### src/rtl/mesi_isc_snoop_seq_pkg.sv
// mesi_isc_snoop_seq_pkg: coherence bus command codes, sequencer states and width constants
package mesi_isc_snoop_seq_pkg;
  localparam int CMD_W = 3;
  localparam int TIMER_W = 16;
  localparam logic [CMD_W-1:0] CMD_NOP = 3'd0;
  localparam logic [CMD_W-1:0] CMD_WR_SNOOP = 3'd1;
  localparam logic [CMD_W-1:0] CMD_RD_SNOOP = 3'd2;
  localparam logic [CMD_W-1:0] CMD_EN_WR = 3'd3;
  localparam logic [CMD_W-1:0] CMD_EN_RD = 3'd4;
  typedef enum logic [1:0] {IDLE, SNOOP, EN} state_t;
endpackage

### src/rtl/mesi_isc_snoop_seq_if.sv
// mesi_isc_snoop_seq_if: broadcast request handshake plus the four coherence buses
// slave: sequencer side (takes req_*, cbus_ack*, drives ready/cbus_addr/cbus_cmd*/done/timeout)
// master: requester and CPU side
interface mesi_isc_snoop_seq_if #(
  parameter int ADDR_WIDTH = 32,
  parameter int CBUS_CMD_WIDTH = 3
);
  logic req_valid_i;
  logic req_ready_o;
  logic req_wr_i;
  logic [1:0] req_id_i;
  logic [ADDR_WIDTH-1:0] req_addr_i;
  logic [ADDR_WIDTH-1:0] cbus_addr_o;
  logic [CBUS_CMD_WIDTH-1:0] cbus_cmd3_o, cbus_cmd2_o, cbus_cmd1_o, cbus_cmd0_o;
  logic cbus_ack3_i, cbus_ack2_i, cbus_ack1_i, cbus_ack0_i;
  logic done_o;
  logic timeout_o;
  modport slave (
    input req_valid_i, req_wr_i, req_id_i, req_addr_i,
    input cbus_ack3_i, cbus_ack2_i, cbus_ack1_i, cbus_ack0_i,
    output req_ready_o, cbus_addr_o, done_o, timeout_o,
    output cbus_cmd3_o, cbus_cmd2_o, cbus_cmd1_o, cbus_cmd0_o
  );
  modport master (
    output req_valid_i, req_wr_i, req_id_i, req_addr_i,
    output cbus_ack3_i, cbus_ack2_i, cbus_ack1_i, cbus_ack0_i,
    input req_ready_o, cbus_addr_o, done_o, timeout_o,
    input cbus_cmd3_o, cbus_cmd2_o, cbus_cmd1_o, cbus_cmd0_o
  );
endinterface

### src/rtl/mesi_isc_snoop_seq_ack_timer.sv
// mesi_isc_snoop_seq_ack_timer: saturating ack-progress counter, expires at LIMIT (0 = never)
// ports: clk, rst, i_clr (restart at 0), i_en (count), o_expire (count == LIMIT)
module mesi_isc_snoop_seq_ack_timer
  import mesi_isc_snoop_seq_pkg::*;
#(
  parameter int LIMIT = 64
) (
  input  logic clk,
  input  logic rst,
  input  logic i_clr,
  input  logic i_en,
  output logic o_expire
);
  logic [TIMER_W-1:0] r_cnt;
  always_ff @(posedge clk)
    if (rst || i_clr) r_cnt <= '0;
    else if (i_en && r_cnt != '1) r_cnt <= r_cnt + 1'b1;
  assign o_expire = (LIMIT != 0) && (r_cnt == TIMER_W'(LIMIT));
endmodule

### src/rtl/mesi_isc_snoop_seq.sv
// mesi_isc_snoop_seq: sequences one coherence broadcast (snoop others, collect acks, enable originator)
// ports: clk, rst (sync, active high), bus (slave modport: request handshake, cbus addr/cmd/ack, done/timeout)
module mesi_isc_snoop_seq
  import mesi_isc_snoop_seq_pkg::*;
#(
  parameter int ADDR_WIDTH = 32,
  parameter int CBUS_CMD_WIDTH = 3,
  parameter int TIMEOUT_CYCLES = 64
) (
  input logic clk,
  input logic rst,
  mesi_isc_snoop_seq_if.slave bus
);
  state_t r_state, w_state_n;
  logic [3:0] r_pend, w_pend_n, w_ack, w_act, w_cnt_ack;
  logic [3:0][CBUS_CMD_WIDTH-1:0] r_cmd, w_cmd_n;
  logic [1:0] r_id, w_id;
  logic r_wr, w_wr, r_ready, r_done, r_to, w_done, w_to, w_accept, w_expire;
  logic [ADDR_WIDTH-1:0] r_addr;
  assign w_ack = {bus.cbus_ack3_i, bus.cbus_ack2_i, bus.cbus_ack1_i, bus.cbus_ack0_i};
  // an ack only counts on a port currently driving a command
  always_comb
    for (int i = 0; i < 4; i++) w_act[i] = r_cmd[i] != CBUS_CMD_WIDTH'(CMD_NOP);
  assign w_cnt_ack = w_ack & w_act;
  assign w_accept = r_state == IDLE && bus.req_valid_i;
  assign w_id = w_accept ? bus.req_id_i : r_id;
  assign w_wr = w_accept ? bus.req_wr_i : r_wr;
  assign w_to = r_state != IDLE && w_expire && ~|w_cnt_ack;
  assign w_done = r_state == EN && |w_cnt_ack;
  mesi_isc_snoop_seq_ack_timer #(.LIMIT(TIMEOUT_CYCLES)) u_timer (
    .clk(clk),
    .rst(rst),
    .i_clr(r_state == IDLE || |w_cnt_ack),
    .i_en(1'b1),
    .o_expire(w_expire)
  );
  always_ff @(posedge clk)
    if (rst) r_state <= IDLE;
    else r_state <= w_state_n;
  always_comb begin
    w_pend_n = w_to ? 4'b0 : w_accept ? ~(4'b1 << bus.req_id_i) : r_state == SNOOP ? r_pend & ~w_cnt_ack : 4'b0;
    w_state_n = r_state == IDLE ? (w_accept ? SNOOP : IDLE)
              : w_to ? IDLE
              : r_state == SNOOP ? (w_pend_n == 4'b0 ? EN : SNOOP)
              : (w_done ? IDLE : EN);
  end
  // commands are a pure function of the next state, so every port output is registered
  always_comb begin
    w_cmd_n = '0;
    for (int i = 0; i < 4; i++)
      w_cmd_n[i] = (w_state_n == SNOOP && w_pend_n[i]) ? CBUS_CMD_WIDTH'(w_wr ? CMD_WR_SNOOP : CMD_RD_SNOOP)
                 : (w_state_n == EN && w_id == 2'(i)) ? CBUS_CMD_WIDTH'(w_wr ? CMD_EN_WR : CMD_EN_RD)
                 : CBUS_CMD_WIDTH'(CMD_NOP);
  end
  always_ff @(posedge clk)
    if (rst) begin
      r_pend <= '0;
      r_cmd <= '0;
      r_id <= '0;
      r_wr <= 1'b0;
      r_addr <= '0;
      r_ready <= 1'b1;
      r_done <= 1'b0;
      r_to <= 1'b0;
    end else begin
      r_pend <= w_pend_n;
      r_cmd <= w_cmd_n;
      r_id <= w_id;
      r_wr <= w_wr;
      if (w_accept) r_addr <= bus.req_addr_i;
      r_ready <= w_state_n == IDLE;
      r_done <= w_done;
      r_to <= w_to;
    end
  assign bus.req_ready_o = r_ready;
  assign bus.cbus_addr_o = r_addr;
  assign {bus.cbus_cmd3_o, bus.cbus_cmd2_o, bus.cbus_cmd1_o, bus.cbus_cmd0_o} = r_cmd;
  assign bus.done_o = r_done;
  assign bus.timeout_o = r_to;
endmodule

### src/flat_wrapper.sv
// flat-port wrapper written by rule: the top's interface ports become plain ports
module mesi_isc_snoop_seq_flat import mesi_isc_snoop_seq_pkg::*;
#(
  parameter int ADDR_WIDTH = 32,
  parameter int CBUS_CMD_WIDTH = 3,
  parameter int TIMEOUT_CYCLES = 64
)
  (clk, rst, bus_req_valid_i, bus_req_wr_i, bus_req_id_i, bus_req_addr_i, bus_cbus_ack3_i, bus_cbus_ack2_i, bus_cbus_ack1_i, bus_cbus_ack0_i, bus_req_ready_o, bus_cbus_addr_o, bus_done_o, bus_timeout_o, bus_cbus_cmd3_o, bus_cbus_cmd2_o, bus_cbus_cmd1_o, bus_cbus_cmd0_o);
  mesi_isc_snoop_seq_if #(.ADDR_WIDTH(ADDR_WIDTH), .CBUS_CMD_WIDTH(CBUS_CMD_WIDTH)) bus_i ();
  input logic clk;
  input logic rst;
  input wire logic [$bits(bus_i.req_valid_i)-1:0] bus_req_valid_i;
  input wire logic [$bits(bus_i.req_wr_i)-1:0] bus_req_wr_i;
  input wire logic [$bits(bus_i.req_id_i)-1:0] bus_req_id_i;
  input wire logic [$bits(bus_i.req_addr_i)-1:0] bus_req_addr_i;
  input wire logic [$bits(bus_i.cbus_ack3_i)-1:0] bus_cbus_ack3_i;
  input wire logic [$bits(bus_i.cbus_ack2_i)-1:0] bus_cbus_ack2_i;
  input wire logic [$bits(bus_i.cbus_ack1_i)-1:0] bus_cbus_ack1_i;
  input wire logic [$bits(bus_i.cbus_ack0_i)-1:0] bus_cbus_ack0_i;
  output wire logic [$bits(bus_i.req_ready_o)-1:0] bus_req_ready_o;
  output wire logic [$bits(bus_i.cbus_addr_o)-1:0] bus_cbus_addr_o;
  output wire logic [$bits(bus_i.done_o)-1:0] bus_done_o;
  output wire logic [$bits(bus_i.timeout_o)-1:0] bus_timeout_o;
  output wire logic [$bits(bus_i.cbus_cmd3_o)-1:0] bus_cbus_cmd3_o;
  output wire logic [$bits(bus_i.cbus_cmd2_o)-1:0] bus_cbus_cmd2_o;
  output wire logic [$bits(bus_i.cbus_cmd1_o)-1:0] bus_cbus_cmd1_o;
  output wire logic [$bits(bus_i.cbus_cmd0_o)-1:0] bus_cbus_cmd0_o;
  assign bus_i.req_valid_i = bus_req_valid_i;
  assign bus_i.req_wr_i = bus_req_wr_i;
  assign bus_i.req_id_i = bus_req_id_i;
  assign bus_i.req_addr_i = bus_req_addr_i;
  assign bus_i.cbus_ack3_i = bus_cbus_ack3_i;
  assign bus_i.cbus_ack2_i = bus_cbus_ack2_i;
  assign bus_i.cbus_ack1_i = bus_cbus_ack1_i;
  assign bus_i.cbus_ack0_i = bus_cbus_ack0_i;
  assign bus_req_ready_o = bus_i.req_ready_o;
  assign bus_cbus_addr_o = bus_i.cbus_addr_o;
  assign bus_done_o = bus_i.done_o;
  assign bus_timeout_o = bus_i.timeout_o;
  assign bus_cbus_cmd3_o = bus_i.cbus_cmd3_o;
  assign bus_cbus_cmd2_o = bus_i.cbus_cmd2_o;
  assign bus_cbus_cmd1_o = bus_i.cbus_cmd1_o;
  assign bus_cbus_cmd0_o = bus_i.cbus_cmd0_o;
  mesi_isc_snoop_seq #(.ADDR_WIDTH(ADDR_WIDTH), .CBUS_CMD_WIDTH(CBUS_CMD_WIDTH), .TIMEOUT_CYCLES(TIMEOUT_CYCLES)) u_core (.clk(clk), .rst(rst), .bus(bus_i));
endmodule
### config.mk
export PLATFORM = sky130hd
export DESIGN_NAME = mesi_isc_snoop_seq_flat
export DESIGN_NICKNAME = d
export VERILOG_FILES = /design/src/rtl/mesi_isc_snoop_seq_pkg.sv /design/src/rtl/mesi_isc_snoop_seq_if.sv /design/src/rtl/mesi_isc_snoop_seq_ack_timer.sv /design/src/rtl/mesi_isc_snoop_seq.sv /design/src/flat_wrapper.sv
export SDC_FILE = /design/constraint.sdc
export NUM_CORES = 1
export LEC_CHECK = 0
export ABC_CLOCK_PERIOD_IN_PS = 1900
export CORE_MARGIN = 4
export CORE_UTILIZATION = 42
export DETAILED_ROUTE_END_ITERATION = 10
export GPL_TIMING_DRIVEN = 0
export MAX_ROUTING_LAYER = met4
export PLACE_DENSITY = 0.75
export SYNTH_ARGS = -nofsm -noshare
export SYNTH_HDL_FRONTEND = slang
export SYNTH_HIERARCHICAL = 1
export SYNTH_SLANG_ARGS = --single-unit
### constraint.sdc
create_clock -name clk -period 1.9 [get_ports clk]
set_input_delay 0.285 -clock clk [delete_from_list [all_inputs] [get_ports clk]]
set_output_delay 0.285 -clock clk [all_outputs]
set_load 0.03 [all_outputs]
==> results of run 1 <==
==> worst max path at each step <==
stage,start,endpoint,slack [ns],depth (start not counted)
after floorplan,u_core/bus.cbus_cmd1_o[2]$_SDFF_PP0_,u_core/u_timer/r_cnt[0]$_SDFFE_PP0P_,0.006,8
after global placement,bus_cbus_ack0_i,u_core/u_timer/r_cnt[0]$_SDFFE_PP0P_,-0.28,9
after detailed placement,bus_cbus_ack0_i,u_core/u_timer/r_cnt[0]$_SDFFE_PP0P_,-0.34,9
after CTS,bus_cbus_ack2_i,u_core/bus.cbus_cmd2_o[2]$_SDFF_PP0_,0.03,7
after global routing,bus_cbus_ack2_i,u_core/bus.cbus_cmd3_o[2]$_SDFF_PP0_,-0.07,7
final,bus_cbus_ack2_i,u_core/bus.cbus_cmd2_o[2]$_SDFF_PP0_,-0.007,7
==> Yosys cell counts, drive strengths merged, types with 7 or more instances <==
| master | number |
|---|---|
| o21ai | 7 |
| nand2 | 74 |
| dfxtp | 72 |
| nor3 | 11 |
| nand3 | 12 |
| nor2 | 18 |
| inv | 9 |
| clkbuf | 10 |
| buf | 10 |
| a21oi | 49 |
| o31ai | 8 |
==> registers in the layout, indices dropped and copies added, names as in the netlist <==
register and count:
u_core/bus.cbus_addr_o 32, u_core/bus.cbus_cmd0_o 3, u_core/bus.cbus_cmd1_o 3, u_core/bus.cbus_cmd2_o 3, u_core/bus.cbus_cmd3_o 3, u_core/bus.done_o 1
u_core/bus.req_ready_o 1, u_core/bus.timeout_o 1, u_core/r_id 2, u_core/r_pend 4, u_core/r_state 2, u_core/r_wr 1
u_core/u_timer/r_cnt 16
==> layout make-up <==
class | instances | area, sq um
fill | 590 | 2390
buffer | 20 | 130
tap | 96 | 120
sequential | 72 | 1450
timing repair buffer | 100 | 971
inverter | 9 | 33.8
clock buffer | 10 | 138
clock inverter | 5 | 81.3
multi-input combinational | 256 | 1590
==> cells by family after synthesis <==
group | Yosys count
simple gates | 151
buf+inv | 29
other cells | 1
fa+ha+maj | 2
flops | 72
compound gates | 92
mux | 3
==> layer usage <==
layer	GRT usage	vias to the layer above	wire [um]
met4	0.0586	0	60
met1	0.233	1374	3610
met2	0.315	114	4190
met3	0.0475	7	587
li1	-	1480	-
met5	-	-	0
==> repair_timing <==
action / in CTS / in global routing
buffers inserted: 4 / 8
endpoints found under the setup margin: 21 / 27
resized for setup: 8 / 15
pin swaps: 5 / 8
==> where the power goes <==
part | switching [mW] | internal (mW) | total [mW]
logic | 0.576 | 0.440 | 1.02
clock network | 0.566 | 0.767 | 1.33
registers | 0.0835 | 1.62 | 1.71
==> worst min-delay path: cells and delay by family, from the launching register on <==
family / cells / cell delay [ns]
flip-flops: 1 / 0.31
AO/OA/AOI/OAI: 1 / 0.05
AND/OR/NAND/NOR: 1 / 0.05
==> per-stage QoR <==
| stage | total power [mW] | util |
|---|---|---|
| final | 4.06 | 0.654 |
| after floorplan | 2.27 | - |
| after detailed placement | 2.64 | 0.591 |
| after global routing | 4.22 | 0.654 |
| after CTS | 4.00 | 0.634 |
| after global placement | 2.62 | 0.591 |
==> metrics.json, run 1 <==
{
  "outcome": {
    "run_status": "finished with violations",
    "violations": "setup timing"
  },
  "setup_path": {
    "critPathRequiredTime_ns": 2.15,
    "critical_path.startpoint_type": "input pin",
    "crit_path_end_kind": "flip-flop",
    "r2r_cells": 7,
    "slowest_delay_ns": 0.51,
    "critical_path.reg2reg.startpoint": "u_core/bus.cbus_cmd0_o[2]$_SDFF_PP0_",
    "arrival_ns": 2.16,
    "timing.rr.end": "u_core/u_timer/r_cnt[2]$_SDFFE_PP0P_",
    "maximum_fanout_encountered_on_the_critical_timing_path": 5,
    "ff2ff_setup_slack_ns": 0.03,
    "cp.buffers_inverters": 2,
    "critical_path.cell_chain": "clkdlybuf4s50_1 > o31ai_4 > buf_4 > a222oi_1 > o211a_1 > o21ai_2 > nor4_2",
    "crit_family": "compound AO/OA/AOI/OAI gates",
    "worst_path_max_delay_cell": "sky130_fd_sc_hd__clkdlybuf4s50_1",
    "setup.worst_path.class": "input pin to flip-flop"
  },
  "cells_and_area": {
    "syn_to_final_growth_pct": 48.3,
    "final_net_count": 512,
    "diodes": 0,
    "final_cells": 568,
    "drive_above_1_share": 0.172,
    "stdcell_area_sq_um": 4520,
    "top_library_cells_by_usage_in_the_layout_fill_and_taps_aside": "88 x sky130_fd_sc_hd__clkdlybuf4s50_1, 74 x sky130_fd_sc_hd__nand2_1, 63 x sky130_fd_sc_hd__dfxtp_1, 49 x sky130_fd_sc_hd__a21oi_1, 16 x sky130_fd_sc_hd__nor2_1",
    "layout.cells.most_common": "sky130_fd_sc_hd__clkdlybuf4s50_1"
  },
  "sta": {
    "max_freq_ghz": 0.524,
    "worst_slack_ns": -0.00732,
    "tightestPinTransition_ns": 0.519,
    "total_count_of_hold_check_failures_in_the_final_report": 0,
    "final_period_util": 1.00,
    "max_slew_margin": 0.652,
    "final_period_minus_worst_setup_slack_ns": 1.91,
    "finalClockSkew_ns": 0.00697,
    "grt_setup_unrepaired": "true",
    "hold_ws_ns": 0.454,
    "final_total_negative_setup_slack_ns": -0.0116,
    "setup_viol": 2,
    "final-max-slew-violation-count": 0
  },
  "clock_tree": {
    "clock_insertion_delay_worst_skew_ns": 0.35,
    "cts-buffers-inserted": 9,
    "htree_levels": 3,
    "tritoncts_num_sinks": 72,
    "clk_root_buffer_cell": "sky130_fd_sc_hd__clkbuf_8",
    "worst_setup_hold_path_clk_slew_ns": 0.08,
    "tritoncts_clock_tree": "yes",
    "clockBufferDepth": 2,
    "holdBufCountCts": 0
  },
  "detailed_routing": {
    "routedWlPerCell_um": 14.9,
    "ant_nets": 0,
    "via_per_inst": 5.24,
    "drt_first_pass_iters": 4,
    "drtIter0Drc": 142,
    "vias_post_dr": 2975,
    "drc": 0,
    "routed_wirelength_um": 8450
  },
  "global_routing": {
    "grt_usage": 0.192,
    "overflow": 0,
    "grt_max_degree": 13,
    "grt_pass1_vias": 2767,
    "grt_antenna_before_repair": 0,
    "grt_pass1_wl_um": 13000
  },
  "synth": {
    "yosysWarnings": 6,
    "synth_seq_area_share": 0.473,
    "yosys_most_used_dff": "sky130_fd_sc_hd__dfxtp_1",
    "synth_edf_count": 0,
    "synth-compound-area-share": 0.199,
    "combinational_family_with_the_most_area_after_synthesis": "simple AND/OR/NAND/NOR gates",
    "yosys-mux-area-fraction": 0.0140,
    "synth_area_leaders": "sky130_fd_sc_hd__dfxtp_1 47%, sky130_fd_sc_hd__nand2_1 9.1%, sky130_fd_sc_hd__a21oi_1 8.0%, sky130_fd_sc_hd__nor2_1 2.1%, sky130_fd_sc_hd__nand3_1 1.8%",
    "postSynthRegisterBits": 72,
    "syn_avg_cell_area_sq_um": 8.71,
    "synth_top_area_cell": "sky130_fd_sc_hd__dfxtp_1",
    "yosys.area_share.simple": 0.252,
    "mappedNetlistArea_sq_um": 3050,
    "post_synth_fa_ha_maj_area_fraction": 0.00821,
    "asyncSetResetFlopFracSynth": 0,
    "xor_xnor_portion_of_the_synthesized_cell_area": 0,
    "post_synth_inst_count": 350,
    "yosys.area.top_type_share": 0.473,
    "synth_cell_type_count": 57
  },
  "worst_hold_path": {
    "hp-start": "u_core/bus.cbus_addr_o[10]$_SDFFE_PP0N_",
    "hold_path_class": "flip-flop to flip-flop",
    "hold_end": "u_core/bus.cbus_addr_o[10]$_SDFFE_PP0N_",
    "whs_path_depth": 2
  },
  "placement": {
    "post_dp_cell_area_sq_um": 4090,
    "detailed_place_hpwl_um": 5930,
    "dp.cells": 541,
    "place_worst_setup_slack_ns": -0.337,
    "portBuffers": 88,
    "globalplace.congestion": 0.886
  },
  "die": {
    "core_region_area_sq_um": 6910,
    "fp-row-count": 30,
    "floorplan.die_area_sq_um": 8680,
    "io_pins": 89,
    "die_height_um": 93.2,
    "die_width_um": 93.2,
    "start_util": 0.441
  },
  "job": {
    "max_cap_viol_count": 0
  },
  "pwr": {
    "vdd_drop_max_v": 0.000683,
    "power_density_nw_per_um2": 897,
    "power_leakage_nw": 1.65
  }
}
(Power assumes the default switching activity.)
==> inputs of run 2 (changes only) <==
--- a/config.mk
+++ b/config.mk
@@ -13,3 +13,3 @@
 export MAX_ROUTING_LAYER = met4
-export PLACE_DENSITY = 0.75
+export PLACE_DENSITY = 0.73
 export SYNTH_ARGS = -nofsm -noshare
==> constraint.sdc (replaced) <==
create_clock -name clk -period 1.9 [get_ports clk]
set_input_delay 0.19 -clock clk [delete_from_list [all_inputs] [get_ports clk]]
set_output_delay 0.19 -clock clk [all_outputs]
set_load 0.03 [all_outputs]
==> run 2 against run 1 <==
Net effect:
- the flow now finishes without violations
- sequential share of layout area up 0.47 points
- worst setup slack improved by 0.063 ns
- clock skew up 0.0051 ns
- die area did not move
- final cell count is 1.1% lower
- register-to-register slack gained 0.03 ns
- critical endpoint is now u_core/u_timer/r_cnt[12]$_SDFFE_PP0P_
- core utilization shrank 0.89 points
- hold slack got worse by 0.070 ns
- flip-flop and latch count did not move
==> metrics.json, run 2 (same netlist as run 1, synthesis figures left out) <==
{
  "die": {
    "start_util": 0.441,
    "io_pins": 89,
    "fp-row-count": 30,
    "floorplan.die_area_sq_um": 8680,
    "core_region_area_sq_um": 6910,
    "die_width_um": 93.2,
    "die_height_um": 93.2
  },
  "detailed_routing": {
    "drtIter0Drc": 142,
    "vias_post_dr": 2942,
    "drc": 0,
    "via_per_inst": 5.23,
    "routed_wirelength_um": 8170,
    "ant_nets": 0,
    "drt_first_pass_iters": 4,
    "routedWlPerCell_um": 14.5
  },
  "placement": {
    "post_dp_cell_area_sq_um": 4090,
    "portBuffers": 88,
    "globalplace.congestion": 0.852,
    "detailed_place_hpwl_um": 5800
  },
  "cells_and_area": {
    "fillerInstances": 601,
    "diodes": 0,
    "top_library_cells_by_usage_in_the_layout_fill_and_taps_aside": "88 x sky130_fd_sc_hd__clkdlybuf4s50_1, 74 x sky130_fd_sc_hd__nand2_1, 62 x sky130_fd_sc_hd__dfxtp_1, 48 x sky130_fd_sc_hd__a21oi_1, 15 x sky130_fd_sc_hd__nor2_1",
    "final_net_count": 506,
    "stdcell_area_sq_um": 4460,
    "drive_above_1_share": 0.167,
    "largest_reg_flops": 32,
    "layout.cells.most_common": "sky130_fd_sc_hd__clkdlybuf4s50_1",
    "syn_to_final_growth_pct": 46.3
  },
  "sta": {
    "final_period_minus_worst_setup_slack_ns": 1.84,
    "max_freq_ghz": 0.542,
    "total_count_of_hold_check_failures_in_the_final_report": 0,
    "grt_setup_unrepaired": "true",
    "final_period_util": 0.971,
    "setup_viol": 0,
    "final-max-slew-violation-count": 0,
    "finalClockSkew_ns": 0.0121
  },
  "setup_path": {
    "critical_path.cell_chain": "o31ai_4 > and4_4 > o21ai_2 > or2_2 > buf_6 > buf_8 > a211oi_1",
    "maximum_fanout_encountered_on_the_critical_timing_path": 10,
    "crit_family": "simple AND/OR/NAND/NOR gates",
    "r2r_cells": 7,
    "critical_path.reg2reg.startpoint": "u_core/bus.cbus_cmd1_o[1]$_SDFF_PP0_",
    "critical_path.startpoint_type": "flip-flop",
    "cp.buffers_inverters": 2,
    "crit_path_end_kind": "flip-flop",
    "arrival_ns": 2.10,
    "slowest_delay_ns": 0.34,
    "setup.worst_path.class": "flip-flop to flip-flop",
    "worst_path_max_delay_cell": "sky130_fd_sc_hd__dfxtp_2",
    "critPathRequiredTime_ns": 2.16,
    "ff2ff_setup_slack_ns": 0.06,
    "timing.rr.end": "u_core/u_timer/r_cnt[12]$_SDFFE_PP0P_"
  },
  "clock_tree": {
    "clockBufferDepth": 2,
    "worst_setup_hold_path_clk_slew_ns": 0.08,
    "clk_root_buffer_cell": "sky130_fd_sc_hd__clkbuf_8",
    "tritoncts_clock_tree": "yes",
    "clock_insertion_delay_worst_skew_ns": 0.34,
    "htree_levels": 3,
    "tritoncts_num_sinks": 72,
    "cts-buffers-inserted": 9
  },
  "worst_hold_path": {
    "hold_end": "u_core/bus.cbus_addr_o[24]$_SDFFE_PP0N_",
    "hp-start": "bus_req_addr_i[24]",
    "whs_path_depth": 3,
    "hold_path_class": "input pin to flip-flop"
  },
  "pwr": {
    "vdd_drop_max_v": 0.000521,
    "power_leakage_nw": 1.61,
    "power_density_nw_per_um2": 866,
    "final_total_power_mw": 3.86
  },
  "global_routing": {
    "grt_max_degree": 13,
    "grt_usage": 0.191,
    "grt_antenna_before_repair": 0,
    "grt_pass1_vias": 2736,
    "overflow": 0,
    "grt_pass1_wl_um": 12800
  },
  "outcome": {
    "run_status": "finished clean"
  },
  "job": {
    "max_cap_viol_count": 0
  }
}
==> run 2: cell count changes in the layout (fill, tap and decap cells not counted), sizes merged <==
cell    change
clkinv      +2
buf         -5
bufinv      -1
clkbuf      -2
==> run 2: power by group <==
group	internal (mW)	switching [mW]
registers	1.62	0.0795
clock network	0.594	0.565
logic	0.428	0.571
total	2.65	1.22
==> run 2: metal layers <==
metal | global-route usage | part of all wire | vias up
met5 | - | 0 | -
met4 | 0.0855 | 0.016 | 0
met3 | 0.0410 | 0.055 | 13
met2 | 0.300 | 0.47 | 108
met1 | 0.236 | 0.46 | 1359
li1 | - | - | 1462
==> run 2: stage by stage <==
step	std cells	util	hold WS [ns]	worst slack, ns	TNS, ns
final	562	0.645	0.384	0.0560	0
after global routing	562	0.645	0.391	-0.0626	-0.0920
after CTS	558	0.625	0.379	-0.0432	-0.136
after detailed placement	541	0.591	0.446	-0.245	-3.61
after global placement	541	0.591	0.442	-0.183	-2.64
after floorplan	357	-	0.269	0.00645	0
==> run 2: tightest hold or removal path, stage by stage <==
cell and delay, ns:
sky130_fd_sc_hd__clkdlybuf4s50_1 0.39, sky130_fd_sc_hd__nand2_1 0.05, sky130_fd_sc_hd__a21oi_1 0.05
==> run 2: what timing repair did <==
| action | 4_1_cts | 5_1_grt |
|---|---|---|
| endpoints found under the hold margin | 0 | 0 |
| setup endpoints to repair | 18 | 28 |
| pin swaps | 3 | 5 |
| hold buffers | 0 | 0 |
| gates resized for setup | 6 | 22 |
| setup buffers | 2 | 4 |
==> run 2: final cells by class <==
type                       instances  area, sq um  area share
timing repair buffer              94          926       0.208
clock inverter                     6         61.3      0.0138
clock buffer                       9          124      0.0278
buffer                            20          128      0.0286
multi-input combinational        256         1610       0.361
tap                               96          120      0.0269
sequential                        72         1450       0.326
inverter                           9         33.8     0.00758
==> run 2: how the worst max path moves through the flow <==
stage | end | slack (ns) | cells after the start | startpoint
floorplan | u_core/u_timer/r_cnt[0]$_SDFFE_PP0P_ | 0.006 | 8 | u_core/bus.cbus_cmd1_o[2]$_SDFF_PP0_
CTS | u_core/bus.cbus_cmd2_o[1]$_SDFF_PP0_ | -0.04 | 7 | u_core/u_timer/r_cnt[0]$_SDFFE_PP0P_
detailed placement | u_core/u_timer/r_cnt[0]$_SDFFE_PP0P_ | -0.25 | 9 | bus_cbus_ack0_i
global placement | u_core/u_timer/r_cnt[0]$_SDFFE_PP0P_ | -0.18 | 9 | bus_cbus_ack0_i
global route | u_core/bus.cbus_cmd0_o[0]$_SDFF_PP0_ | -0.06 | 6 | u_core/bus.cbus_cmd2_o[1]$_SDFF_PP0_
finish | u_core/u_timer/r_cnt[12]$_SDFFE_PP0P_ | 0.06 | 7 | u_core/bus.cbus_cmd1_o[1]$_SDFF_PP0_
==> inputs of run 3 (changes only) <==
- CORE_MARGIN: 4 -> 5
- CORE_UTILIZATION: 42 -> 55
- DONT_BUFFER_PORTS: default -> 1
- PLACE_DENSITY: 0.73 -> 0.71
==> run 3 against run 2 <==
Net effect:
- clock power grew 4%
- clock skew barely moved
- global-route usage grew 5.0 points
- final cell count down 13%
- clock-buffer cell count is 2 higher
- non-clock buffer count fell by 51
- largest cell class unchanged
- via count is 5.0% lower
- critical path type unchanged
- wire length grew 1.5%
- worst setup slack got worse by 0.042 ns
==> metrics.json, run 3 (same netlist as run 1, synthesis figures left out) <==
{
  "cells_and_area": {
    "top_library_cells_by_usage_in_the_layout_fill_and_taps_aside": "74 x sky130_fd_sc_hd__nand2_1, 60 x sky130_fd_sc_hd__dfxtp_1, 49 x sky130_fd_sc_hd__a21oi_1, 34 x sky130_fd_sc_hd__dlygate4sd3_1, 16 x sky130_fd_sc_hd__nor2_1",
    "diodes": 0,
    "syn_to_final_growth_pct": 27.8,
    "drive_above_1_share": 0.192,
    "util_after_layout": 0.716,
    "layout.cells.most_common": "sky130_fd_sc_hd__nand2_1",
    "largest_reg_flops": 32,
    "final_net_count": 455
  },
  "setup_path": {
    "critical_path.cell_chain": "o31ai_4 > buf_4 > a222oi_1 > buf_4 > o211a_4 > o211ai_4 > o22ai_1",
    "cp.buffers_inverters": 2,
    "crit_family": "compound AO/OA/AOI/OAI gates",
    "slowest_delay_ns": 0.39,
    "timing.critical_path.mode_cell": "sky130_fd_sc_hd__buf_4",
    "setup.worst_path.class": "flip-flop to flip-flop",
    "worst_path_max_delay_cell": "sky130_fd_sc_hd__dfxtp_4",
    "critical_path.startpoint_type": "flip-flop",
    "ff2ff_setup_slack_ns": 0.01,
    "crit_path_end_kind": "flip-flop",
    "critPathRequiredTime_ns": 2.11,
    "maximum_fanout_encountered_on_the_critical_timing_path": 8,
    "arrival_ns": 2.10
  },
  "detailed_routing": {
    "routed_wirelength_um": 8290,
    "drtIter0Drc": 182,
    "vias_post_dr": 2795,
    "ant_nets": 0,
    "drc": 0,
    "drt_first_pass_iters": 4,
    "via_per_inst": 5.73,
    "routedWlPerCell_um": 17.0
  },
  "pwr": {
    "vdd_drop_max_v": 0.000550,
    "switchingPower_mw": 1.20,
    "power_density_nw_per_um2": 962,
    "internal_power_mw": 2.55,
    "net_switching_fraction_of_the_power": 0.320,
    "combinationalPowerShare": 0.174,
    "seq_power_share": 0.503,
    "power_leakage_nw": 1.44,
    "final_total_power_mw": 3.75,
    "clockPowerShare": 0.322
  },
  "global_routing": {
    "grt_pass1_wl_um": 13400,
    "grt_usage": 0.241,
    "grt_antenna_before_repair": 0,
    "overflow": 0,
    "grt_pass1_vias": 2648,
    "grt_max_degree": 13
  },
  "die": {
    "floorplan.die_area_sq_um": 7130,
    "io_pins": 89,
    "core_region_area_sq_um": 5440,
    "die_width_um": 84.4,
    "die_height_um": 84.4,
    "start_util": 0.560,
    "fp-row-count": 27
  },
  "clock_tree": {
    "clk_root_buffer_cell": "sky130_fd_sc_hd__clkbuf_8",
    "tritoncts_num_sinks": 72,
    "clock_insertion_delay_worst_skew_ns": 0.35,
    "tritoncts_clock_tree": "yes",
    "worst_setup_hold_path_clk_slew_ns": 0.07,
    "htree_levels": 3,
    "clockBufferDepth": 2,
    "cts-buffers-inserted": 9
  },
  "sta": {
    "max_freq_ghz": 0.530,
    "grt_setup_unrepaired": "true",
    "final_period_minus_worst_setup_slack_ns": 1.89,
    "finalClockSkew_ns": 0.0121,
    "setup_viol": 0,
    "total_count_of_hold_check_failures_in_the_final_report": 0,
    "final-max-slew-violation-count": 0,
    "final_period_util": 0.993
  },
  "job": {
    "max_cap_viol_count": 0
  },
  "placement": {
    "detailed_place_hpwl_um": 5130,
    "globalplace.congestion": 0.831,
    "portBuffers": 0
  },
  "worst_hold_path": {
    "hold_path_class": "input pin to flip-flop"
  },
  "outcome": {
    "run_status": "finished clean"
  }
}
-- run 3: timing repair --
item | in CTS | in global routing
buffers inserted | 6 | 3
hold buffers | 34 | 0
endpoints found under the hold margin | 34 | 0
resized for setup | 14 | 16
setup endpoints to repair | 24 | 28
pin swaps | 6 | 6
-- run 3: metrics by stage --
stage	instance area (sq um)	worst slack (ns)	TNS (ns)	std cells	hold slack, ns
floorplan	3080	0.00645	0	357	0.269
global placement	3170	-0.210	-1.96	429	0.274
detailed placement	3170	-0.251	-2.32	429	0.275
CTS	3810	0.000287	0	485	0.00678
global route	3900	-0.0700	-0.655	488	0.0552
finish	3900	0.0137	0	488	0.0464
-- run 3: worst paths after layout --
check	cells after the start	end	start
max	7	u_core/bus.cbus_cmd3_o[1]$_SDFF_PP0_	u_core/bus.cbus_cmd3_o[1]$_SDFF_PP0_
min	2	u_core/u_timer/r_cnt[4]$_SDFFE_PP0P_	rst
max reg2reg	7	u_core/bus.cbus_cmd3_o[1]$_SDFF_PP0_	u_core/bus.cbus_cmd3_o[1]$_SDFF_PP0_
min reg2reg	2	u_core/u_timer/r_cnt[15]$_SDFFE_PP0P_	u_core/u_timer/r_cnt[15]$_SDFFE_PP0P_
-- run 3: worst reg2reg max path: stages (launching register included) --
cell	delay [ns]
sky130_fd_sc_hd__dfxtp_4	0.39
sky130_fd_sc_hd__o31ai_4	0.28
sky130_fd_sc_hd__buf_4	0.17
sky130_fd_sc_hd__a222oi_1	0.08
sky130_fd_sc_hd__buf_4	0.16
sky130_fd_sc_hd__o211a_4	0.24
sky130_fd_sc_hd__o211ai_4	0.29
sky130_fd_sc_hd__o22ai_1	0.15
-- run 3: cell type report --
| cell class | instances | area, sq um |
|---|---|---|
| multi-input cells | 256 | 1570 |
| inverters | 9 | 33.8 |
| clock buffers | 11 | 141 |
| well taps | 72 | 90.1 |
| fillers | 381 | 1540 |
| repair buffers | 43 | 408 |
| flip-flops and latches | 72 | 1470 |
| plain buffers | 20 | 128 |
| clock inverters | 5 | 56.3 |
-- run 3: metal layers --
| metal | vias to the layer above | track usage | wire (um) |
|---|---|---|---|
| met3 | 9 | 0.0746 | 782 |
| met4 | 0 | 0.108 | 108 |
| li1 | 1376 | - | - |
| met2 | 122 | 0.364 | 3880 |
| met1 | 1288 | 0.295 | 3520 |
| met5 | - | - | 0 |
-- run 3: power by group through the flow --
stage / combinational, mW / sequential (mW) / clock, mW
global route: 0.714 / 1.90 / 1.30
detailed placement: 0.478 / 1.91 / 0
CTS: 0.591 / 1.89 / 1.23
finish: 0.653 / 1.89 / 1.21
floorplan: 0.384 / 1.89 / 0
global placement: 0.468 / 1.91 / 0
